$ cat src/rtl/fifo_wr_arbiter_if.sv
// Write-side bundle shared by the requesters, the round-robin arbiter and the FIFO write port.
// The master modport is the arbiter's view; the slave modport is the requester/FIFO view.
interface fifo_wr_arbiter_if #(
    parameter int NUM_REQ   = 4,
    parameter int DATA_SIZE = 12
);
    logic [NUM_REQ-1:0]           src_valid;
    logic [NUM_REQ*DATA_SIZE-1:0] src_data;
    logic [NUM_REQ-1:0]           src_ready;
    logic [NUM_REQ-1:0]           gnt;
    logic                         wFull;
    logic                         winc;
    logic [DATA_SIZE-1:0]         wData;

    modport master (
        input  src_valid, src_data, wFull,
        output src_ready, gnt, winc, wData
    );

    modport slave (
        output src_valid, src_data, wFull,
        input  src_ready, gnt, winc, wData
    );
endinterface

$ cat src/rtl/fifo_wr_arbiter.sv
// Round-robin write-port arbiter: grants one requester a bounded burst into the FIFO write port.
// Optional macro FIFO_WR_ARB_STATS_EN adds stall_cnt / burst_cnt statistic outputs.
module fifo_wr_arbiter #(
    parameter int NUM_REQ   = 4,
    parameter int DATA_SIZE = 12,
    parameter int MAX_BURST = 8
) (
    input  logic              wclk,
    input  logic              wrst,
    fifo_wr_arbiter_if.master bus
`ifdef FIFO_WR_ARB_STATS_EN
    ,
    output logic [15:0]       stall_cnt,
    output logic [15:0]       burst_cnt
`endif
);
    localparam int PTR_W = $clog2(NUM_REQ);
    localparam int CNT_W = $clog2(MAX_BURST + 1);

    typedef enum logic {ARB, BURST} state_t;

    state_t             state_q, state_d;
    logic [NUM_REQ-1:0] gnt_q, gnt_d;
    logic [PTR_W-1:0]   rr_ptr_q, rr_ptr_d;
    logic [CNT_W-1:0]   beat_cnt_q, beat_cnt_d;

    logic [DATA_SIZE-1:0] masked_data [NUM_REQ];
    logic [DATA_SIZE-1:0] sel_data;
    logic                 g_valid;
    logic                 xfer;
    logic                 burst_end;
    logic                 any_valid;
    logic [PTR_W-1:0]     pick;
    logic [PTR_W:0]       scan_idx;
    logic                 pick_found;

    genvar gi;
    generate
        for (gi = 0; gi < NUM_REQ; gi++) begin : g_mask
            assign masked_data[gi] = gnt_q[gi] ? bus.src_data[gi*DATA_SIZE +: DATA_SIZE] : '0;
        end
    endgenerate

    always_comb begin
        sel_data = '0;
        for (int i = 0; i < NUM_REQ; i++) begin
            sel_data = sel_data | masked_data[i];
        end
    end

    assign g_valid   = |(bus.src_valid & gnt_q);
    assign xfer      = g_valid & ~bus.wFull;
    assign any_valid = |bus.src_valid;
    // A dropped valid ends the burst even while the FIFO is full.
    assign burst_end = (state_q == BURST) &&
                       (!g_valid || (xfer && (int'(beat_cnt_q) + 1 == MAX_BURST)));

    // Scan rr_ptr, rr_ptr+1, ... wrapping at NUM_REQ (not necessarily a power of two).
    always_comb begin
        pick       = '0;
        pick_found = 1'b0;
        scan_idx   = '0;
        for (int k = 0; k < NUM_REQ; k++) begin
            scan_idx = {1'b0, rr_ptr_q} + (PTR_W+1)'(k);
            if (scan_idx >= (PTR_W+1)'(NUM_REQ)) begin
                scan_idx = scan_idx - (PTR_W+1)'(NUM_REQ);
            end
            if (!pick_found && bus.src_valid[scan_idx[PTR_W-1:0]]) begin
                pick_found = 1'b1;
                pick       = scan_idx[PTR_W-1:0];
            end
        end
    end

    always_comb begin
        state_d    = state_q;
        gnt_d      = gnt_q;
        rr_ptr_d   = rr_ptr_q;
        beat_cnt_d = beat_cnt_q;
        case (state_q)
            ARB: begin
                gnt_d = '0;
                if (any_valid) begin
                    state_d     = BURST;
                    gnt_d[pick] = 1'b1;
                    beat_cnt_d  = '0;
                    rr_ptr_d    = (pick == PTR_W'(NUM_REQ - 1)) ? '0 : pick + 1'b1;
                end
            end
            BURST: begin
                if (burst_end) begin
                    state_d    = ARB;
                    gnt_d      = '0;
                    beat_cnt_d = '0;
                end else if (xfer) begin
                    beat_cnt_d = beat_cnt_q + 1'b1;
                end
            end
            default: begin
                state_d = ARB;
                gnt_d   = '0;
            end
        endcase
    end

    always_ff @(posedge wclk) begin
        if (wrst) begin
            state_q    <= ARB;
            gnt_q      <= '0;
            rr_ptr_q   <= '0;
            beat_cnt_q <= '0;
        end else begin
            state_q    <= state_d;
            gnt_q      <= gnt_d;
            rr_ptr_q   <= rr_ptr_d;
            beat_cnt_q <= beat_cnt_d;
        end
    end

    assign bus.gnt       = gnt_q;
    assign bus.src_ready = gnt_q & {NUM_REQ{~bus.wFull}};
    assign bus.winc      = xfer;
    assign bus.wData     = sel_data;

`ifdef FIFO_WR_ARB_STATS_EN
    logic [15:0] stall_cnt_q, stall_cnt_d;
    logic [15:0] burst_cnt_q, burst_cnt_d;

    always_comb begin
        stall_cnt_d = stall_cnt_q;
        burst_cnt_d = burst_cnt_q;
        if (state_q == BURST && g_valid && bus.wFull && stall_cnt_q != 16'hFFFF) begin
            stall_cnt_d = stall_cnt_q + 16'd1;
        end
        if (burst_end) begin
            burst_cnt_d = burst_cnt_q + 16'd1;
        end
    end

    always_ff @(posedge wclk) begin
        if (wrst) begin
            stall_cnt_q <= '0;
            burst_cnt_q <= '0;
        end else begin
            stall_cnt_q <= stall_cnt_d;
            burst_cnt_q <= burst_cnt_d;
        end
    end

    assign stall_cnt = stall_cnt_q;
    assign burst_cnt = burst_cnt_q;
`endif

    a_gnt_onehot0 : assert property (@(posedge wclk) disable iff (wrst) $onehot0(gnt_q));
    a_winc_not_full : assert property (@(posedge wclk) disable iff (wrst) bus.winc |-> !bus.wFull);
    a_ready_onehot0 : assert property (@(posedge wclk) disable iff (wrst) $onehot0(bus.src_ready));
endmodule

$ cat src/flat_wrapper.sv
// flat-port wrapper written by rule: the top's interface ports become plain ports
module fifo_wr_arbiter_flat 
#(
    parameter int NUM_REQ   = 4,
    parameter int DATA_SIZE = 12,
    parameter int MAX_BURST = 8
)
  (wclk, wrst, bus_src_valid, bus_src_data, bus_wFull, bus_src_ready, bus_gnt, bus_winc, bus_wData);
  fifo_wr_arbiter_if #(.NUM_REQ(NUM_REQ), .DATA_SIZE(DATA_SIZE)) bus_i ();
  input  logic wclk;
  input  logic wrst;
  input wire logic [$bits(bus_i.src_valid)-1:0] bus_src_valid;
  input wire logic [$bits(bus_i.src_data)-1:0] bus_src_data;
  input wire logic [$bits(bus_i.wFull)-1:0] bus_wFull;
  output wire logic [$bits(bus_i.src_ready)-1:0] bus_src_ready;
  output wire logic [$bits(bus_i.gnt)-1:0] bus_gnt;
  output wire logic [$bits(bus_i.winc)-1:0] bus_winc;
  output wire logic [$bits(bus_i.wData)-1:0] bus_wData;
  assign bus_i.src_valid = bus_src_valid;
  assign bus_i.src_data = bus_src_data;
  assign bus_i.wFull = bus_wFull;
  assign bus_src_ready = bus_i.src_ready;
  assign bus_gnt = bus_i.gnt;
  assign bus_winc = bus_i.winc;
  assign bus_wData = bus_i.wData;
  fifo_wr_arbiter #(.NUM_REQ(NUM_REQ), .DATA_SIZE(DATA_SIZE), .MAX_BURST(MAX_BURST)) u_core (.wclk(wclk), .wrst(wrst), .bus(bus_i));
endmodule
$ cat config.mk
export PLATFORM = sky130hd
export DESIGN_NAME = fifo_wr_arbiter_flat
export DESIGN_NICKNAME = d
export VERILOG_FILES = /design/src/rtl/fifo_wr_arbiter_if.sv /design/src/rtl/fifo_wr_arbiter.sv /design/src/flat_wrapper.sv
export SDC_FILE = /design/constraint.sdc
export NUM_CORES = 1
export LEC_CHECK = 0
export BUFFER_PORTS_ARGS = -buffer_cell sky130_fd_sc_hd__buf_2
export CAP_MARGIN = 20
export CORE_MARGIN = 3
export CORE_UTILIZATION = 44
export CTS_BUF_LIST = sky130_fd_sc_hd__clkbuf_4 sky130_fd_sc_hd__clkbuf_8
export DETAILED_ROUTE_END_ITERATION = 8
export PLACE_DENSITY = 0.87
export SLEW_MARGIN = 30
export SYNTH_ARGS = -nofsm -noshare
export SYNTH_HDL_FRONTEND = slang
export SYNTH_SLANG_ARGS = --single-unit
$ cat constraint.sdc
create_clock -name wclk -period 2.81 [get_ports wclk]
set_clock_uncertainty 0.15 [all_clocks]
set_input_delay 0.843 -clock wclk [delete_from_list [all_inputs] [get_ports wclk]]
set_output_delay 0.843 -clock wclk [all_outputs]
set_load 0.005 [all_outputs]
* Yosys cells after proc, flatten, opt, wreduce, memory -nomap -nowiden
Index checks and enable logic that the tools add are counted.
Storage, ports and cells: input bits 55, word-level logic and storage cells 88, register bits after elaboration 11, output and inout port bits 21
Operators by class: $lt $le $gt $ge 10, muxes and demuxes 36, bitwise gates (word level) 8, equality and inequality tests 5, reduce and logical (&&, ||, !) cells 15, add/subtract/negate cells 10
Operator list (number):
- $mux W12 | 4
- $or A12 B12 Y12 | 3
- $eq A32 B5 Y1 const B | 1
- $mux W4 | 5
- $mux W2 | 9
- $pmux W4 S2 | 2
- $lt A2 B3 Y1 const B | 5
- $mux W1 | 10
- $ge A3 B3 Y1 const B | 3
- $and A4 B4 Y4 | 2
- $bmux W1 S2 | 4
- $reduce_or A4 Y1 | 2
- $sub A2 B1 Y2 const B | 4
- $add A2 B2 Y3 const B | 2
- $logic_and A1 B1 Y1 | 6
- $add A4 B1 Y5 const B | 1
- $add A4 B1 Y4 const B | 1
- $logic_not A1 Y1 | 4
- $reduce_and A2 Y1 | 2
- $add A2 B1 Y3 const B | 1
- $ge A2 B3 Y1 const B | 1
- $ne A3 B3 Y1 const B | 1
- $add A2 B1 Y2 const B | 1
- $demux W1 S2 | 1
- other kinds (8) | 9

* Logic depth before layout (Yosys ltp)
Gate-level depths: netlist of the first run.
depth in word-level cells 20, depth in mapped cells 7, depth with buffers taken out 7

* Worst setup path before layout of the first run
OpenSTA, ideal clock, no wires.
path type input to output, start point input bus_src_valid[2], end point output bus_winc, cell stages on the path 2, buffers on the path 0, arrival 1.208 ns, required time 1.817 ns, path slack 0.609 ns, path through a22oi_2 a21oi_1
On the way: longest elaborated chain between the ends 3
Ends and longest elaborated chain:
- from (decl) | RTL line flat_wrapper.sv:12 | input wire logic [$bits(bus_i.src_valid)-1:0] bus_src_valid;
- $and A4 B4 Y4 | RTL line fifo_wr_arbiter.sv:51 | assign g_valid = |(bus.src_valid & gnt_q);
- $reduce_or A4 Y1 | RTL line fifo_wr_arbiter.sv:51
- $and A1 B1 Y1 | RTL line fifo_wr_arbiter.sv:52 | assign xfer = g_valid & ~bus.wFull;
- to (decl) | RTL line flat_wrapper.sv:17 | output wire logic [$bits(bus_i.winc)-1:0] bus_winc;
Every way passes these cells.

* Worst setup path after layout of the first run
start point input bus_src_valid[0], end point output bus_winc
Same word-level chain as after synthesis.

==> flow_summary.html, run 1 <==
<table>
<tr><th>Metric</th><th>Value</th></tr>
<tr><th colspan="2">Timing</th></tr>
<tr><td>Hold violation count in the final report</td><td>0</td></tr>
<tr><td>Crit share post-route</td><td>between 80% and 90%</td></tr>
<tr><td>Max frequency</td><td>400 MHz</td></tr>
<tr><td>Measured slew at the worst slew-check pin</td><td>0.569 ns</td></tr>
<tr><td>Fin Setup TNS</td><td>0 ns</td></tr>
<tr><td>Final period demand of the worst path</td><td>2.50 ns</td></tr>
<tr><td>Tightest slew margin relative to the limit</td><td>62.0%</td></tr>
<tr><td>Max-slew violation count</td><td>0</td></tr>
<tr><td>Setup-failing EPs final</td><td>0</td></tr>
<tr><td>RSZ-0062 raised after global routing</td><td>no</td></tr>
<tr><td>Post-route worst hold slack</td><td>0.389 ns</td></tr>
<tr><th colspan="2">Layout</th></tr>
<tr><td>Footprint of the flip-flops and latches</td><td>between 200 and 250 um2</td></tr>
<tr><td>Area of the multi-input gates</td><td>between 700 and 800 um2</td></tr>
<tr><td>Layout Nets</td><td>between 200 and 300</td></tr>
<tr><td>Area growth, synth to finish</td><td>42.2%</td></tr>
<tr><td>Commonest non-fill, non-tap cells in the layout</td><td>sky130_fd_sc_hd__buf_2 (75), sky130_fd_sc_hd__a22oi_1 (24), sky130_fd_sc_hd__nand2_1 (14)</td></tr>
<tr><td>Post-layout util</td><td>69.3%</td></tr>
<tr><td>Ant diodes</td><td>0</td></tr>
<tr><td>Finished layout cell area</td><td>roughly 1400 um2</td></tr>
<tr><td>Most common library cell in the layout ignoring fill and taps</td><td>sky130_fd_sc_hd__buf_2</td></tr>
<tr><td>Fraction of layout cells with a size suffix above 1</td><td>between 40% and 50%</td></tr>
<tr><td>Number of fill cells</td><td>177</td></tr>
<tr><th colspan="2">Setup path</th></tr>
<tr><td>Data required time at the worst endpoint</td><td>1.82 ns</td></tr>
<tr><td>Worst Reg-to-Reg Cells</td><td>4</td></tr>
<tr><td>Launch instance of the worst register-to-register path</td><td>u_core.bus.gnt[2]</td></tr>
<tr><td>Classification of the worst setup path</td><td>in2out</td></tr>
<tr><td>Type of origin of the critical path</td><td>input pin</td></tr>
<tr><td>Arrival time of data at the critical path endpoint</td><td>1.50 ns</td></tr>
<tr><td>Reg-to-reg setup timing slack</td><td>0.70 ns</td></tr>
<tr><td>Critical Path End Type</td><td>output pin</td></tr>
<tr><td>Reg-to-reg critical path endpoint</td><td>u_core.beat_cnt_q[1]</td></tr>
<tr><td>Max Fanout on Critical Path</td><td>5</td></tr>
<tr><th colspan="2">CTS</th></tr>
<tr><td>TritonCTS clock tree</td><td>yes</td></tr>
<tr><td>Hold_buf cts</td><td>0</td></tr>
<tr><td>Clk slew on worst S/H paths</td><td>0.08 ns</td></tr>
<tr><td>Root buffer cell</td><td>sky130_fd_sc_hd__clkbuf_4</td></tr>
<tr><td>Clk buf depth</td><td>2</td></tr>
<tr><td>H-tree depth</td><td>1</td></tr>
<tr><td>Sinks on Clock Net</td><td>11</td></tr>
<tr><td>Post-CTS Setup Inserts</td><td>0</td></tr>
<tr><td>Number of gates given a new drive strength after cts</td><td>0</td></tr>
<tr><td>TritonCTS buffer count</td><td>3</td></tr>
<tr><td>Worst-Skew Late Latency</td><td>0.27 ns</td></tr>
<tr><th colspan="2">Drt</th></tr>
<tr><td>Total number of vias</td><td>about 1300</td></tr>
<tr><td>Via count normalized by instance count</td><td>between 5 and 6</td></tr>
<tr><td>Post-route DRC</td><td>0</td></tr>
<tr><td>Overall routed net length</td><td>3350 um</td></tr>
<tr><td>Number of design-rule violations left by the first detailed-router iteration</td><td>43</td></tr>
<tr><td>DR pass1 iterations</td><td>4</td></tr>
<tr><td>Routed wire length per instance</td><td>14.7 um</td></tr>
<tr><td>Routed Antenna Nets</td><td>0</td></tr>
<tr><th colspan="2">Yosys</th></tr>
<tr><td>Flops &amp; latches, synth</td><td>11</td></tr>
<tr><td>Simple logic cell fraction of the synthesized area</td><td>23.5%</td></tr>
<tr><td>Portion of the post-synthesis area used by sequential elements</td><td>21.9%</td></tr>
<tr><td>Post-Synthesis Net Count</td><td>187</td></tr>
<tr><td>Yosys warnings</td><td>0</td></tr>
<tr><td>Share of the synthesized area in compound gates (AO/OA/AOI/OAI)</td><td>a little over two fifths</td></tr>
<tr><td>Post-synthesis instance area</td><td>between 1000 and 1500 um2</td></tr>
<tr><td>Synth Instances</td><td>126</td></tr>
<tr><td>Share of synthesized area spent on multiplexers</td><td>0%</td></tr>
<tr><td>Area share of fa/ha/maj cells after synthesis</td><td>between 7 and 8%</td></tr>
<tr><td>Average cell area after synthesis</td><td>7.97 um2</td></tr>
<tr><td>Fraction of synthesized cell area in xor and xnor cells</td><td>0%</td></tr>
<tr><td>Largest family of logic cells by synthesized area</td><td>compound AO/OA/AOI/OAI gates</td></tr>
<tr><td>Count of cell types in the netlist</td><td>30</td></tr>
<tr><th colspan="2">Hold path</th></tr>
<tr><td>Hold-critical path depth</td><td>2</td></tr>
<tr><td>HP Start</td><td>u_core.rr_ptr_q[1]</td></tr>
<tr><td>Hold/Removal Path Class</td><td>reg2reg</td></tr>
<tr><td>Sink of the worst hold path</td><td>u_core.rr_ptr_q[1]</td></tr>
<tr><th colspan="2">Placed design</th></tr>
<tr><td>Detail Placement HPWL</td><td>roughly 2600 um</td></tr>
<tr><td>Global placement routability congestion</td><td>0.759</td></tr>
<tr><td>Instance area at placement</td><td>1400 um2</td></tr>
<tr><td>Number of I/O port buffers</td><td>75</td></tr>
<tr><th colspan="2">Power</th></tr>
<tr><td>Total leakage power</td><td>approximately 0.74 nW</td></tr>
<tr><td>Power per unit of standard cell area</td><td>363 nW/um2</td></tr>
<tr><td>Worst ir drop on vdd</td><td>0.299 mV</td></tr>
<tr><th colspan="2">GRT</th></tr>
<tr><td>GRT Overall Usage</td><td>a little over a fifth</td></tr>
<tr><td>First-pass GRT wire length</td><td>4790 um</td></tr>
<tr><td>Initial antenna violation count</td><td>0</td></tr>
<tr><td>Vias in the first global route</td><td>1145</td></tr>
<tr><td>Pin count of the biggest net entering global routing</td><td>17</td></tr>
<tr><td>Residual overflow from global routing</td><td>0</td></tr>
<tr><th colspan="2">Die</th></tr>
<tr><td>Chip Height</td><td>53.8 um</td></tr>
<tr><td>Num ports</td><td>76</td></tr>
<tr><td>Area of the core</td><td>2060 um2</td></tr>
<tr><td>Standard-cell rows</td><td>16</td></tr>
<tr><td>Chip width</td><td>between 50 and 60 um</td></tr>
<tr><td>Area of the die</td><td>2890 um2</td></tr>
<tr><td>Starting Density</td><td>between 40% and 50%</td></tr>
<tr><th colspan="2">Job</th></tr>
<tr><td>Max capacitance violation total</td><td>0</td></tr>
<tr><th colspan="2">Run status</th></tr>
<tr><td>Status</td><td>complete, no violations</td></tr>
</table>
## logic make-up after synthesis
| group | after synthesis |
|---|---|
| flip-flops | 11 |
| AND/OR/NAND/NOR | 44 |
| buffers and inverters | 14 |
| adder cells (fa/ha/maj) | 6 |
| AO/OA/AOI/OAI | 51 |
## worst max path at each step
stage	start	end	cells past startpoint
2_1_floorplan	bus_src_valid[2]	bus_winc	2
3_3_place_gp	bus_src_valid[2]	bus_winc	4
3_5_place_dp	bus_src_valid[0]	bus_winc	4
4_1_cts	bus_src_valid[0]	bus_winc	4
5_1_grt	u_core.bus.gnt[2]	bus_winc	3
6_report	bus_src_valid[0]	bus_winc	4
## synthesized netlist by cell type (all sizes together)
cell,n,area [um2]
a21o,1,7.51
dfxtp,11,220
a22oi,26,205
and2,1,6.26
o31ai,1,7.51
o22ai,1,6.26
ha,6,75.1
nand3b,1,7.51
a21oi,6,30.0
a221oi,1,26.3
nand2b,4,25.0
o22a,1,8.76
or2,2,12.5
o41ai,1,16.3
o32ai,2,32.5
clkbuf,6,22.5
nor2,8,30.0
a211oi,4,30.0
a32oi,4,35.0
or3,3,18.8
and2b,4,30.0
nor2b,3,18.8
nand2,15,63.8
nand3,1,5.00
inv,8,30.0
o21ai,3,15.0
and4bb,1,12.5
nor4,1,6.26
## power by group
group / internal (W) / total (W) / switching (W)
clock network: 0.0000645 / 0.000120 / 0.0000556
logic: 0.000105 / 0.000205 / 0.0000996
registers: 0.000168 / 0.000194 / 0.0000263
total: 0.000337 / 0.000519 / 0.000182
## per-stage QoR
stage,setup WS [ns],instances,total power [W]
2_1_floorplan,0.609,126,0.000299
3_3_place_gp,0.329,223,0.000392
3_5_place_dp,0.314,223,0.000402
4_1_cts,0.315,227,0.000520
5_1_grt,0.212,227,0.000556
6_report,0.313,227,0.000519
## final cells by class
class	count	share of cell area, %
Sequential cell	11	15.4
Clock buffer	4	2.10
Inverter	8	2.10
Multi-Input combinational cell	101	51.2
Tap cell	27	2.36
Timing Repair Buffer	76	26.8
## per-layer routing
layer	wire length (um)	global-route usage, %
met1	1280	24.0
met2	1730	42.7
met3	311	3.05
met4	20	4.26
met5	0	0
## state kept, by name, summed over array words and instances, names as in the netlist
signal,count
u_core.beat_cnt_q,4
u_core.bus.gnt,4
u_core.rr_ptr_q,2
u_core.state_q,1
## worst max-delay path, cell delays in order
cell and delay (ns):
sky130_fd_sc_hd__buf_2 0.13, sky130_fd_sc_hd__a22oi_2 0.29, sky130_fd_sc_hd__a21oi_1 0.11, sky130_fd_sc_hd__buf_2 0.14
No activity file was read; power rests on OpenSTA's default activity.
==> inputs of run 2 (changes only) <==
--- a/config.mk
+++ b/config.mk
@@ -7,11 +7,12 @@
 export LEC_CHECK = 0
 export BUFFER_PORTS_ARGS = -buffer_cell sky130_fd_sc_hd__buf_2
 export CAP_MARGIN = 20
+export CORE_ASPECT_RATIO = 0.8
 export CORE_MARGIN = 3
-export CORE_UTILIZATION = 44
+export CORE_UTILIZATION = 41
 export CTS_BUF_LIST = sky130_fd_sc_hd__clkbuf_4 sky130_fd_sc_hd__clkbuf_8
 export DETAILED_ROUTE_END_ITERATION = 8
-export PLACE_DENSITY = 0.87
+export PLACE_DENSITY = 0.82
 export SLEW_MARGIN = 30
 export SYNTH_ARGS = -nofsm -noshare
 export SYNTH_HDL_FRONTEND = slang
==> constraint.sdc (replaced) <==
create_clock -name wclk -period 2.6 [get_ports wclk]
set_clock_uncertainty 0.15 [all_clocks]
set_input_delay 0.78 -clock wclk [delete_from_list [all_inputs] [get_ports wclk]]
set_output_delay 0.78 -clock wclk [all_outputs]
set_load 0.005 [all_outputs]
==> flow_summary.html, run 2 (synthesis gave the netlist of run 1 again) <==
<table>
<tr><th>Metric</th><th>Value</th></tr>
<tr><th colspan="2">Run status</th></tr>
<tr><td>Status</td><td>complete, no violations (unchanged)</td></tr>
<tr><th colspan="2">Die</th></tr>
<tr><td>Starting Density</td><td>45.0% (was 48.7%)</td></tr>
<tr><td>Chip Height</td><td>50.3 um (was 53.8 um)</td></tr>
<tr><td>Standard-cell rows</td><td>15 (was 16)</td></tr>
<tr><td>Num ports</td><td>76 (unchanged)</td></tr>
<tr><td>Area of the die</td><td>3080 um2 (was 2890 um2)</td></tr>
<tr><td>Area of the core</td><td>2230 um2 (was 2060 um2)</td></tr>
<tr><td>Chip width</td><td>61.3 um (was 53.8 um)</td></tr>
<tr><th colspan="2">Setup path</th></tr>
<tr><td>Critical Path End Type</td><td>output pin (unchanged)</td></tr>
<tr><td>Launching instance or port of the critical path</td><td>u_core.bus.gnt[0] (was bus_src_valid[0])</td></tr>
<tr><td>Data required time at the worst endpoint</td><td>1.67 ns (was 1.82 ns)</td></tr>
<tr><td>Classification of the worst setup path</td><td>reg2out (was in2out)</td></tr>
<tr><td>Reg-to-reg setup timing slack</td><td>0.60 ns (was 0.70 ns)</td></tr>
<tr><td>Launch instance of the worst register-to-register path</td><td>u_core.bus.gnt[0] (was u_core.bus.gnt[2])</td></tr>
<tr><td>Reg-to-reg critical path endpoint</td><td>u_core.beat_cnt_q[1] (unchanged)</td></tr>
<tr><td>Type of origin of the critical path</td><td>register (was input pin)</td></tr>
<tr><td>Worst Reg-to-Reg Cells</td><td>4 (unchanged)</td></tr>
<tr><td>Arrival time of data at the critical path endpoint</td><td>1.51 ns (was 1.50 ns)</td></tr>
<tr><td>Max Fanout on Critical Path</td><td>16 (was 5)</td></tr>
<tr><th colspan="2">Power</th></tr>
<tr><td>Switching share of power</td><td>34.4% (was 35.0%)</td></tr>
<tr><td>Internal Pwr Total</td><td>0.000366 W (was 0.000337 W)</td></tr>
<tr><td>Worst ir drop on vdd</td><td>0.330 mV (was 0.299 mV)</td></tr>
<tr><td>Combinational fraction of design power</td><td>39.9% (was 39.4%)</td></tr>
<tr><td>Sequential share of power</td><td>37.4% (about the same)</td></tr>
<tr><td>Clock share of power</td><td>22.6% (was 23.2%)</td></tr>
<tr><td>Total leakage power</td><td>0.752 nW (was 0.741 nW)</td></tr>
<tr><td>Power per unit of standard cell area</td><td>387 nW/um2 (was 363 nW/um2)</td></tr>
<tr><td>Switching power summed over all nets</td><td>0.000192 W (was 0.000182 W)</td></tr>
<tr><th colspan="2">Layout</th></tr>
<tr><td>Commonest non-fill, non-tap cells in the layout</td><td>sky130_fd_sc_hd__buf_2 (75), sky130_fd_sc_hd__a22oi_1 (24), sky130_fd_sc_hd__nand2_1 (14) (unchanged)</td></tr>
<tr><td>Most common library cell in the layout ignoring fill and taps</td><td>sky130_fd_sc_hd__buf_2 (unchanged)</td></tr>
<tr><td>Fraction of layout cells with a size suffix above 1</td><td>45.0% (was 44.5%)</td></tr>
<tr><td>Ant diodes</td><td>0 (unchanged)</td></tr>
<tr><td>Number of fill cells</td><td>184 (was 177)</td></tr>
<tr><td>Layout Nets</td><td>264 (was 262)</td></tr>
<tr><td>Area growth, synth to finish</td><td>43.5% (was 42.2%)</td></tr>
<tr><td>Finished layout cell area</td><td>1440 um2 (was 1430 um2)</td></tr>
<tr><th colspan="2">Drt</th></tr>
<tr><td>DR pass1 iterations</td><td>4 (unchanged)</td></tr>
<tr><td>Number of design-rule violations left by the first detailed-router iteration</td><td>65 (was 43)</td></tr>
<tr><td>Routed Antenna Nets</td><td>0 (unchanged)</td></tr>
<tr><td>Post-route DRC</td><td>0 (unchanged)</td></tr>
<tr><td>Routed wire length per instance</td><td>14.6 um (was 14.7 um)</td></tr>
<tr><td>Overall routed net length</td><td>3310 um (was 3350 um)</td></tr>
<tr><td>Via count normalized by instance count</td><td>5.65 (was 5.52)</td></tr>
<tr><td>Total number of vias</td><td>1282 (was 1252)</td></tr>
<tr><th colspan="2">Placed design</th></tr>
<tr><td>Instance area at placement</td><td>1410 um2 (was 1400 um2)</td></tr>
<tr><td>Global placement routability congestion</td><td>0.892 (was 0.759)</td></tr>
<tr><td>Number of I/O port buffers</td><td>75 (unchanged)</td></tr>
<tr><td>Detail Placement HPWL</td><td>2650 um (about the same)</td></tr>
<tr><th colspan="2">GRT</th></tr>
<tr><td>Residual overflow from global routing</td><td>0 (unchanged)</td></tr>
<tr><td>GRT Overall Usage</td><td>21.1% (was 21.7%)</td></tr>
<tr><td>Initial antenna violation count</td><td>0 (unchanged)</td></tr>
<tr><td>First-pass GRT wire length</td><td>5090 um (was 4790 um)</td></tr>
<tr><td>Vias in the first global route</td><td>1199 (was 1145)</td></tr>
<tr><td>Pin count of the biggest net entering global routing</td><td>17 (unchanged)</td></tr>
<tr><th colspan="2">Timing</th></tr>
<tr><td>Max-slew violation count</td><td>0 (unchanged)</td></tr>
<tr><td>Hold violation count in the final report</td><td>0 (unchanged)</td></tr>
<tr><td>Setup-failing EPs final</td><td>0 (unchanged)</td></tr>
<tr><td>Max frequency</td><td>about 400 MHz</td></tr>
<tr><td>RSZ-0062 raised after global routing</td><td>no (unchanged)</td></tr>
<tr><td>Tightest slew margin relative to the limit</td><td>62.5% (was 62.0%)</td></tr>
<tr><td>Final period demand of the worst path</td><td>2.44 ns</td></tr>
<tr><td>Fin Setup TNS</td><td>0 ns (unchanged)</td></tr>
<tr><td>Measured slew at the worst slew-check pin</td><td>0.561 ns (was 0.569 ns)</td></tr>
<tr><td>Crit share post-route</td><td>between 90% and 100%</td></tr>
<tr><th colspan="2">CTS</th></tr>
<tr><td>Number of gates given a new drive strength after cts</td><td>0 (unchanged)</td></tr>
<tr><td>TritonCTS buffer count</td><td>3 (unchanged)</td></tr>
<tr><td>TritonCTS clock tree</td><td>yes (unchanged)</td></tr>
<tr><td>Clk buf depth</td><td>2 (unchanged)</td></tr>
<tr><td>H-tree depth</td><td>1 (unchanged)</td></tr>
<tr><td>Worst-Skew Late Latency</td><td>0.27 ns (about the same)</td></tr>
<tr><td>Sinks on Clock Net</td><td>11 (unchanged)</td></tr>
<tr><td>Root buffer cell</td><td>sky130_fd_sc_hd__clkbuf_4 (unchanged)</td></tr>
<tr><td>Hold_buf cts</td><td>0 (unchanged)</td></tr>
<tr><td>Post-CTS Setup Inserts</td><td>0 (unchanged)</td></tr>
<tr><td>Clk slew on worst S/H paths</td><td>0.07 ns (was 0.08 ns)</td></tr>
<tr><th colspan="2">Hold path</th></tr>
<tr><td>Hold/Removal Path Class</td><td>reg2reg (unchanged)</td></tr>
<tr><td>HP Start</td><td>u_core.beat_cnt_q[3] (was u_core.rr_ptr_q[1])</td></tr>
<tr><td>Hold-critical path depth</td><td>2 (unchanged)</td></tr>
<tr><td>Sink of the worst hold path</td><td>u_core.beat_cnt_q[3] (was u_core.rr_ptr_q[1])</td></tr>
<tr><th colspan="2">Job</th></tr>
<tr><td>Max capacitance violation total</td><td>0 (unchanged)</td></tr>
</table>
run 2: through the flow:
step | setup WS, ns | util (%) | instances | hold slack (ns) | power (W)
floorplan | 0.525 | - | 126 | 0.343 | 0.000323
global placement | 0.247 | 63.2 | 223 | 0.360 | 0.000425
detailed placement | 0.209 | 63.2 | 223 | 0.368 | 0.000434
CTS | 0.136 | 64.5 | 227 | 0.379 | 0.000562
global route | 0.0156 | 64.5 | 227 | 0.401 | 0.000602
finish | 0.165 | 64.5 | 227 | 0.387 | 0.000558
run 2: critical path: stages (launching register included):
cell	delay [ns]
sky130_fd_sc_hd__dfxtp_1	0.68
sky130_fd_sc_hd__a22oi_2	0.22
sky130_fd_sc_hd__a21oi_1	0.20
sky130_fd_sc_hd__buf_2	0.14
run 2: how the worst max path moves through the flow:
| stage | end | cells after the start |
|---|---|---|
| 6_report | bus_winc | 3 |
| 5_1_grt | bus_winc | 3 |
| 4_1_cts | bus_winc | 3 |
| 3_5_place_dp | bus_winc | 4 |
| 3_3_place_gp | bus_winc | 4 |
| 2_1_floorplan | bus_winc | 2 |
run 2: area by class of cell:
cell class | count | area (um2) | share of cell area, %
multi-input cells | 101 | 732 | 50.8
repair buffers | 78 | 398 | 27.6
flip-flops and latches | 11 | 220 | 15.3
well taps | 25 | 31.3 | 2.17
clock buffers | 4 | 30.0 | 2.08
inverters | 8 | 30.0 | 2.08
run 2: layer usage:
layer  track usage, %  up-vias  wire (um)
li1                 -      633          -
met5                0        -          0
met2             39.1       69       1640
met1             24.4      576       1310
met4             3.89        0         17
met3             4.63        4        346
run 2: power groups by stage:
stage          Combinational (W)  Sequential (W)  Clock [W]
6_report                0.000223        0.000209   0.000126
2_1_floorplan           0.000123        0.000200          0
4_1_cts                 0.000223        0.000209   0.000131
3_3_place_gp            0.000214        0.000211          0
5_1_grt                 0.000248        0.000213   0.000141
3_5_place_dp            0.000222        0.000213          0
